`src/rtl/reg_slave_if.sv`:
```
// reg_env command bus: cmd/addr/write data from master, read data back.
// Modports: master drives cmd side, slave returns cmd_data_m2s.
interface reg_slave_if #(
  parameter int ADDR_W = 8,
  parameter int DATA_W = 32
);
  logic [1:0]        cmd;
  logic [ADDR_W-1:0] cmd_addr;
  logic [DATA_W-1:0] cmd_data_s2m;
  logic [DATA_W-1:0] cmd_data_m2s;

  modport master (
    output cmd, cmd_addr, cmd_data_s2m,
    input  cmd_data_m2s
  );

  modport slave (
    input  cmd, cmd_addr, cmd_data_s2m,
    output cmd_data_m2s
  );
endinterface

```
`src/rtl/reg_slave.sv`:
```
// Register slave: per-channel CTRL (RW) and STAT (RO) regs on reg_env bus.
// Ports: clk, rstn (async low), bus (slave modport), slv_en/prio/len
// outputs, fifo_avail_i status. Optional ERR reg at 0x20: `REG_ERR_EN.
module reg_slave #(
  parameter int CH_NUM  = 3,
  parameter int ADDR_W  = 8,
  parameter int DATA_W  = 32,
  parameter int AVAIL_W = 8
) (
  input  logic                      clk,
  input  logic                      rstn,
  reg_slave_if.slave                bus,
  output logic [CH_NUM-1:0]         slv_en_o,
  output logic [2*CH_NUM-1:0]       slv_prio_o,
  output logic [3*CH_NUM-1:0]       slv_len_o,
  input  logic [AVAIL_W*CH_NUM-1:0] fifo_avail_i
);

  typedef enum logic [1:0] {
    CMD_IDLE  = 2'b00,
    CMD_READ  = 2'b01,
    CMD_WRITE = 2'b10,
    CMD_RSV   = 2'b11
  } cmd_e;

  localparam int WA_W = ADDR_W - 2;

  cmd_e            cmd;
  logic [WA_W-1:0] word;
  logic            is_rd;
  logic            is_wr;

  assign cmd   = cmd_e'(bus.cmd);
  assign word  = bus.cmd_addr[ADDR_W-1:2];

  always_comb begin
    is_rd = 1'b0;
    is_wr = 1'b0;
    unique case (cmd)
      CMD_READ:  is_rd = 1'b1;
      CMD_WRITE: is_wr = 1'b1;
      default:   ;
    endcase
  end

  logic [CH_NUM-1:0] ctrl_sel;
  logic [CH_NUM-1:0] stat_sel;

  always_comb begin
    for (int i = 0; i < CH_NUM; i++) begin
      ctrl_sel[i] = (word == WA_W'(i));
      stat_sel[i] = (word == WA_W'(4 + i));
    end
  end

  logic [5:0]        ctrl_q [CH_NUM];
  logic [DATA_W-1:0] rd_d;
  logic [DATA_W-1:0] rd_q;

  // Only the low 6 data bits are stored; address bits [1:0] never decode.
  logic unused_bits;
  assign unused_bits = ^{bus.cmd_addr[1:0], bus.cmd_data_s2m[DATA_W-1:6]};

`ifdef REG_ERR_EN
  logic        err_sel;
  logic        mapped;
  logic        illegal;
  logic [15:0] err_cnt;
  logic        err_flag;

  assign err_sel = (word == WA_W'(8));
  assign mapped  = (|ctrl_sel) | (|stat_sel) | err_sel;
  assign illegal = (cmd == CMD_RSV)
                 | ((is_rd | is_wr) & ~mapped)
                 | (is_wr & (|stat_sel));

  always_ff @(posedge clk or negedge rstn) begin
    if (!rstn) begin
      err_cnt  <= '0;
      err_flag <= 1'b0;
    end else if (is_wr && err_sel) begin
      err_cnt  <= '0;
      err_flag <= 1'b0;
    end else if (illegal) begin
      err_flag <= 1'b1;
      if (err_cnt != 16'hFFFF)
        err_cnt <= err_cnt + 16'd1;
    end
  end
`endif

  always_comb begin
    rd_d = '0;
    for (int i = 0; i < CH_NUM; i++) begin
      if (ctrl_sel[i])
        rd_d[5:0] = ctrl_q[i];
      if (stat_sel[i])
        rd_d[AVAIL_W-1:0] = fifo_avail_i[i*AVAIL_W +: AVAIL_W];
    end
`ifdef REG_ERR_EN
    if (err_sel) begin
      rd_d[DATA_W-1] = err_flag;
      rd_d[15:0]     = err_cnt;
    end
`endif
  end

  always_ff @(posedge clk or negedge rstn) begin
    if (!rstn) begin
      for (int i = 0; i < CH_NUM; i++)
        ctrl_q[i] <= 6'd1;
    end else if (is_wr) begin
      for (int i = 0; i < CH_NUM; i++)
        if (ctrl_sel[i])
          ctrl_q[i] <= bus.cmd_data_s2m[5:0];
    end
  end

  // Read data holds across IDLE/WRITE/reserved cycles.
  always_ff @(posedge clk or negedge rstn) begin
    if (!rstn)
      rd_q <= '0;
    else if (is_rd)
      rd_q <= rd_d;
  end

  assign bus.cmd_data_m2s = rd_q;

  always_comb begin
    for (int i = 0; i < CH_NUM; i++) begin
      slv_en_o[i]          = ctrl_q[i][0];
      slv_prio_o[2*i +: 2] = ctrl_q[i][2:1];
      slv_len_o[3*i +: 3]  = ctrl_q[i][5:3];
    end
  end

endmodule
```
`src/flat_wrapper.sv`:
```
// flat-port wrapper written by rule: the top's interface ports become plain ports
module reg_slave_flat 
#(
  parameter int CH_NUM  = 3,
  parameter int ADDR_W  = 8,
  parameter int DATA_W  = 32,
  parameter int AVAIL_W = 8
)
  (clk, rstn, slv_en_o, slv_prio_o, slv_len_o, fifo_avail_i, bus_cmd, bus_cmd_addr, bus_cmd_data_s2m, bus_cmd_data_m2s);
  reg_slave_if #(.ADDR_W(ADDR_W), .DATA_W(DATA_W)) bus_i ();
  input  logic clk;
  input  logic rstn;
  output logic [CH_NUM-1:0] slv_en_o;
  output logic [2*CH_NUM-1:0] slv_prio_o;
  output logic [3*CH_NUM-1:0] slv_len_o;
  input  logic [AVAIL_W*CH_NUM-1:0] fifo_avail_i;
  input wire logic [$bits(bus_i.cmd)-1:0] bus_cmd;
  input wire logic [$bits(bus_i.cmd_addr)-1:0] bus_cmd_addr;
  input wire logic [$bits(bus_i.cmd_data_s2m)-1:0] bus_cmd_data_s2m;
  output wire logic [$bits(bus_i.cmd_data_m2s)-1:0] bus_cmd_data_m2s;
  assign bus_i.cmd = bus_cmd;
  assign bus_i.cmd_addr = bus_cmd_addr;
  assign bus_i.cmd_data_s2m = bus_cmd_data_s2m;
  assign bus_cmd_data_m2s = bus_i.cmd_data_m2s;
  reg_slave #(.CH_NUM(CH_NUM), .ADDR_W(ADDR_W), .DATA_W(DATA_W), .AVAIL_W(AVAIL_W)) u_core (.clk(clk), .rstn(rstn), .bus(bus_i), .slv_en_o(slv_en_o), .slv_prio_o(slv_prio_o), .slv_len_o(slv_len_o), .fifo_avail_i(fifo_avail_i));
endmodule
```
`config.mk`:
```
export PLATFORM = sky130hd
export DESIGN_NAME = reg_slave_flat
export DESIGN_NICKNAME = d
export VERILOG_FILES = /design/src/rtl/reg_slave_if.sv /design/src/rtl/reg_slave.sv /design/src/flat_wrapper.sv
export SDC_FILE = /design/constraint.sdc
export NUM_CORES = 1
export LEC_CHECK = 0
export CORE_MARGIN = 3
export CORE_UTILIZATION = 30
export DETAILED_ROUTE_END_ITERATION = 7
export GPL_ROUTABILITY_DRIVEN = 0
export GPL_TIMING_DRIVEN = 0
export PLACE_DENSITY = 0.77
export SLEW_MARGIN = 40
export SYNTH_ARGS = -nofsm -noshare
export SYNTH_HDL_FRONTEND = slang
export SYNTH_SLANG_ARGS = --single-unit
```
`constraint.sdc`:
```
create_clock -name clk -period 2 [get_ports clk]
set_input_delay 0.4 -clock clk [delete_from_list [all_inputs] [get_ports clk]]
set_output_delay 0.4 -clock clk [all_outputs]
set_load 0.02 [all_outputs]
```
==> results.sh <==
export IMPL_status="complete, no violations"
export IMPL_crit_path_end="slv_en_o[1]"
export IMPL_cp_arrival_ps=1420
export IMPL_grt_max_degree=27
export IMPL_seq_area_frac_synth_pct=41.5
export IMPL_clockRootBuffer="clkbuf_8"
export IMPL_dpl_cell_area_mm2=0.00237
export IMPL_io_pins=118
export IMPL_drv_slew=0
export IMPL_p_leak_nw=1.10
export IMPL_cts_buffer_depth=2
export IMPL_final_nets=310
export IMPL_peakVddDrop_v=0.000375
export IMPL_fin_area_mm2=0.00246
export IMPL_rows=25
export IMPL_drc=0
export IMPL_critPathMaxFanout=3
export IMPL_worstSetupStartpoint="u_core.slv_en_o[1]"
export IMPL_post_cts_setup_buffers=0
export IMPL_max_stage_delay_ps=600
export IMPL_power_internal_mw=0.966
export IMPL_drv_cap=0
export IMPL_p_sw_share_pct=29.0
export IMPL_dr_pass1_iters=4
export IMPL_criticalPathCategory="reg2out"
export IMPL_p_sw_mw=0.395
export IMPL_power_frac_clock_pct=25.4
export IMPL_ys_warn_count=0
export IMPL_fin_crit_ps=1820
export IMPL_grt_pass1_wl_um=6760
export IMPL_critPathRequiredTime_ps=1600
export IMPL_power_frac_seq_pct=43.9
export IMPL_powerDensity_mw_per_mm2=554
export IMPL_viasPerCell=4.37
export IMPL_core_region_area_mm2=0.00491
export IMPL_rsz0062_at_grt="no"
export IMPL_fillers=456
export IMPL_path_depth=1
export IMPL_die_w_um=78.5
export IMPL_overflow=0
export IMPL_cp_cell_sequence="clkdlybuf4s50_1"
export IMPL_combinationalPowerShare_pct=30.7
export IMPL_cts_tree="done"
export IMPL_startpoint_type="register"
export IMPL_wl_um=4190
export IMPL_drt_iter0_drc=49
export IMPL_final_setup_viol_count=0
export IMPL_dieArea_mm2=0.00617
export IMPL_clock_sinks=26
export IMPL_finalCritPeriodShare_pct=90.9
export IMPL_worstHoldPathType="in2async"
export IMPL_areaGrowthSynthToFinish_pct=55.7
export IMPL_layout_drive_gt1_share_pct=26.1
export IMPL_endpoint_kind="output port"
export IMPL_synthDistinctLibCells=31
export IMPL_htree_levels=1
export IMPL_die_h_um=78.5
export IMPL_cts_made_buffers=3
export IMPL_antenna_found_initial=0
export IMPL_grt_pass1_vias=1387
export IMPL_ant_nets=0
export IMPL_port_buffers=63
export IMPL_fin_skew_ps=2.96
export IMPL_slew_headroom_pct=60.7
export IMPL_num_vias=1345
export IMPL_fin_util_pct=50.0
export IMPL_worst_pin_slew_ps=589
export IMPL_start_util_pct=32.1
export IMPL_grtUsageTotal_pct=13.7
export IMPL_diodes=0
export IMPL_avgSynthCellArea_um2=10.4
export IMPL_rr_worst_depth=3
export IMPL_ff2ff_setup_slack_ps=840
export IMPL_final_hold_violation_count=0
export IMPL_path_clk_slew_ps=90
export IMPL_cp_top_family="buffers and inverters"
export IMPL_fmax_mhz=550
export IMPL_detail_route_wl_per_cell_um=13.6
export IMPL_hpwl_um=3400
export IMPL_insertion_delay_ps=270
export IMPL_r2r_end="u_core.bus.cmd_data_m2s[1]"
export IMPL_cpMaxStageDelayCell="clkdlybuf4s50_1"
export IMPL_crit_buf_inv=1
export IMPL_syn_cell_area_mm2=0.00158
export IMPL_r2r_start="u_core.slv_prio_o[4]"
export IMPL_ys_ff_latch=26
export IMPL_syn_inst=151
-- power groups by stage --
stage               Combinational, mW  Sequential [mW]  Clock, mW
floorplan                       0.170            0.654          0
global placement                0.412            0.606          0
detailed placement              0.415            0.608          0
CTS                             0.419            0.598      0.354
global route                    0.450            0.604      0.384
finish                          0.418            0.598      0.346
-- cells by family after synthesis --
group | count (synthesis) | synth area share [%]
other cells | 1 | 0.238
mux | 29 | 19.8
simple gates | 37 | 13.6
compound gates | 28 | 11.3
flops | 26 | 41.5
buf+inv | 30 | 13.6
-- layout by cell type (no fill, tap or decap), types with 4 or more instances in the layout --
cell,n
clkdlybuf4s50_1,61
buf_4,24
conb_1,24
dfrtp_1,23
mux2_2,18
o21ai_0,14
mux2i_1,11
nand2_1,10
nor4_1,4
clkbuf_8,4
-- per-layer routing --
metal  GRT usage (%)  share of wire (%)
met3            4.01                8.3
met4            2.27               0.43
met2            23.4                 48
met5               0                  0
met1            17.2                 43
-- layout make-up --
type	count	area (um^2)	share of cell area, %
multi-input cells	118	821	33.4
flip-flops and latches	26	654	26.6
repair buffers	63	628	25.6
plain buffers	30	214	8.71
well taps	67	83.8	3.41
clock buffers	4	55.1	2.24
-- registers in the layout, summed over array words and instances (netlist names) --
register                 count
u_core.slv_en_o              3
u_core.slv_len_o             9
u_core.bus.cmd_data_m2s      8
u_core.slv_prio_o            6
-- worst min path at each step --
stage                                           from                         end  slack, ps  cells after the start
final                                           rstn         u_core.slv_len_o[8]        120                      1
after global routing                            rstn         u_core.slv_len_o[8]        150                      1
after CTS                                       rstn  u_core.bus.cmd_data_m2s[1]        140                      1
after detailed placement                        rstn         u_core.slv_len_o[2]        440                      1
after global placement    u_core.bus.cmd_data_m2s[6]  u_core.bus.cmd_data_m2s[6]        470                      2
after floorplan                                 rstn  u_core.bus.cmd_data_m2s[0]        100                      0
-- through the flow --
stage,instances,power [mW],setup WS [ps],hold WS [ps],TNS [ps]
finish,308,1.36,182,121,0
global route,308,1.44,120,152,0
CTS,308,1.37,25.7,144,0
detailed placement,304,1.02,-393,440,-5300
global placement,304,1.02,-343,469,-4640
floorplan,174,0.824,345,104,0
-- what timing repair did --
item / in CTS / in global routing
gates resized for setup: 2 / 3
hold endpoints to repair: 0 / 0
endpoints found under the setup margin: 6 / 12
hold buffers: 0 / 0
-- synthesized netlist by cell type (all sizes together) --
| cell | count | area, um^2 |
|---|---|---|
| nand3 | 2 | 10.0 |
| dfstp | 3 | 78.8 |
| nor3 | 4 | 20.0 |
| a221oi | 3 | 26.3 |
| or4b | 1 | 13.8 |
| dfrtp | 23 | 576 |
| or2 | 3 | 18.8 |
| mux2 | 18 | 203 |
| nor2b | 3 | 18.8 |
| and2 | 1 | 6.26 |
| nand2b | 1 | 6.26 |
| a21oi | 3 | 15.0 |
| nor4b | 2 | 23.8 |
| clkbuf | 3 | 12.5 |
| buf | 27 | 201 |
| a211oi | 3 | 22.5 |
| o21ai | 14 | 70.1 |
| mux2i | 11 | 110 |
| conb | 1 | 3.75 |
| nor2 | 5 | 28.8 |
| nand2 | 10 | 37.5 |
| and3 | 1 | 6.26 |
| a2bb2oi | 2 | 17.5 |
| o2bb2ai | 3 | 26.3 |
| nor4 | 4 | 25.0 |
Power figures use the tool's default switching activity.
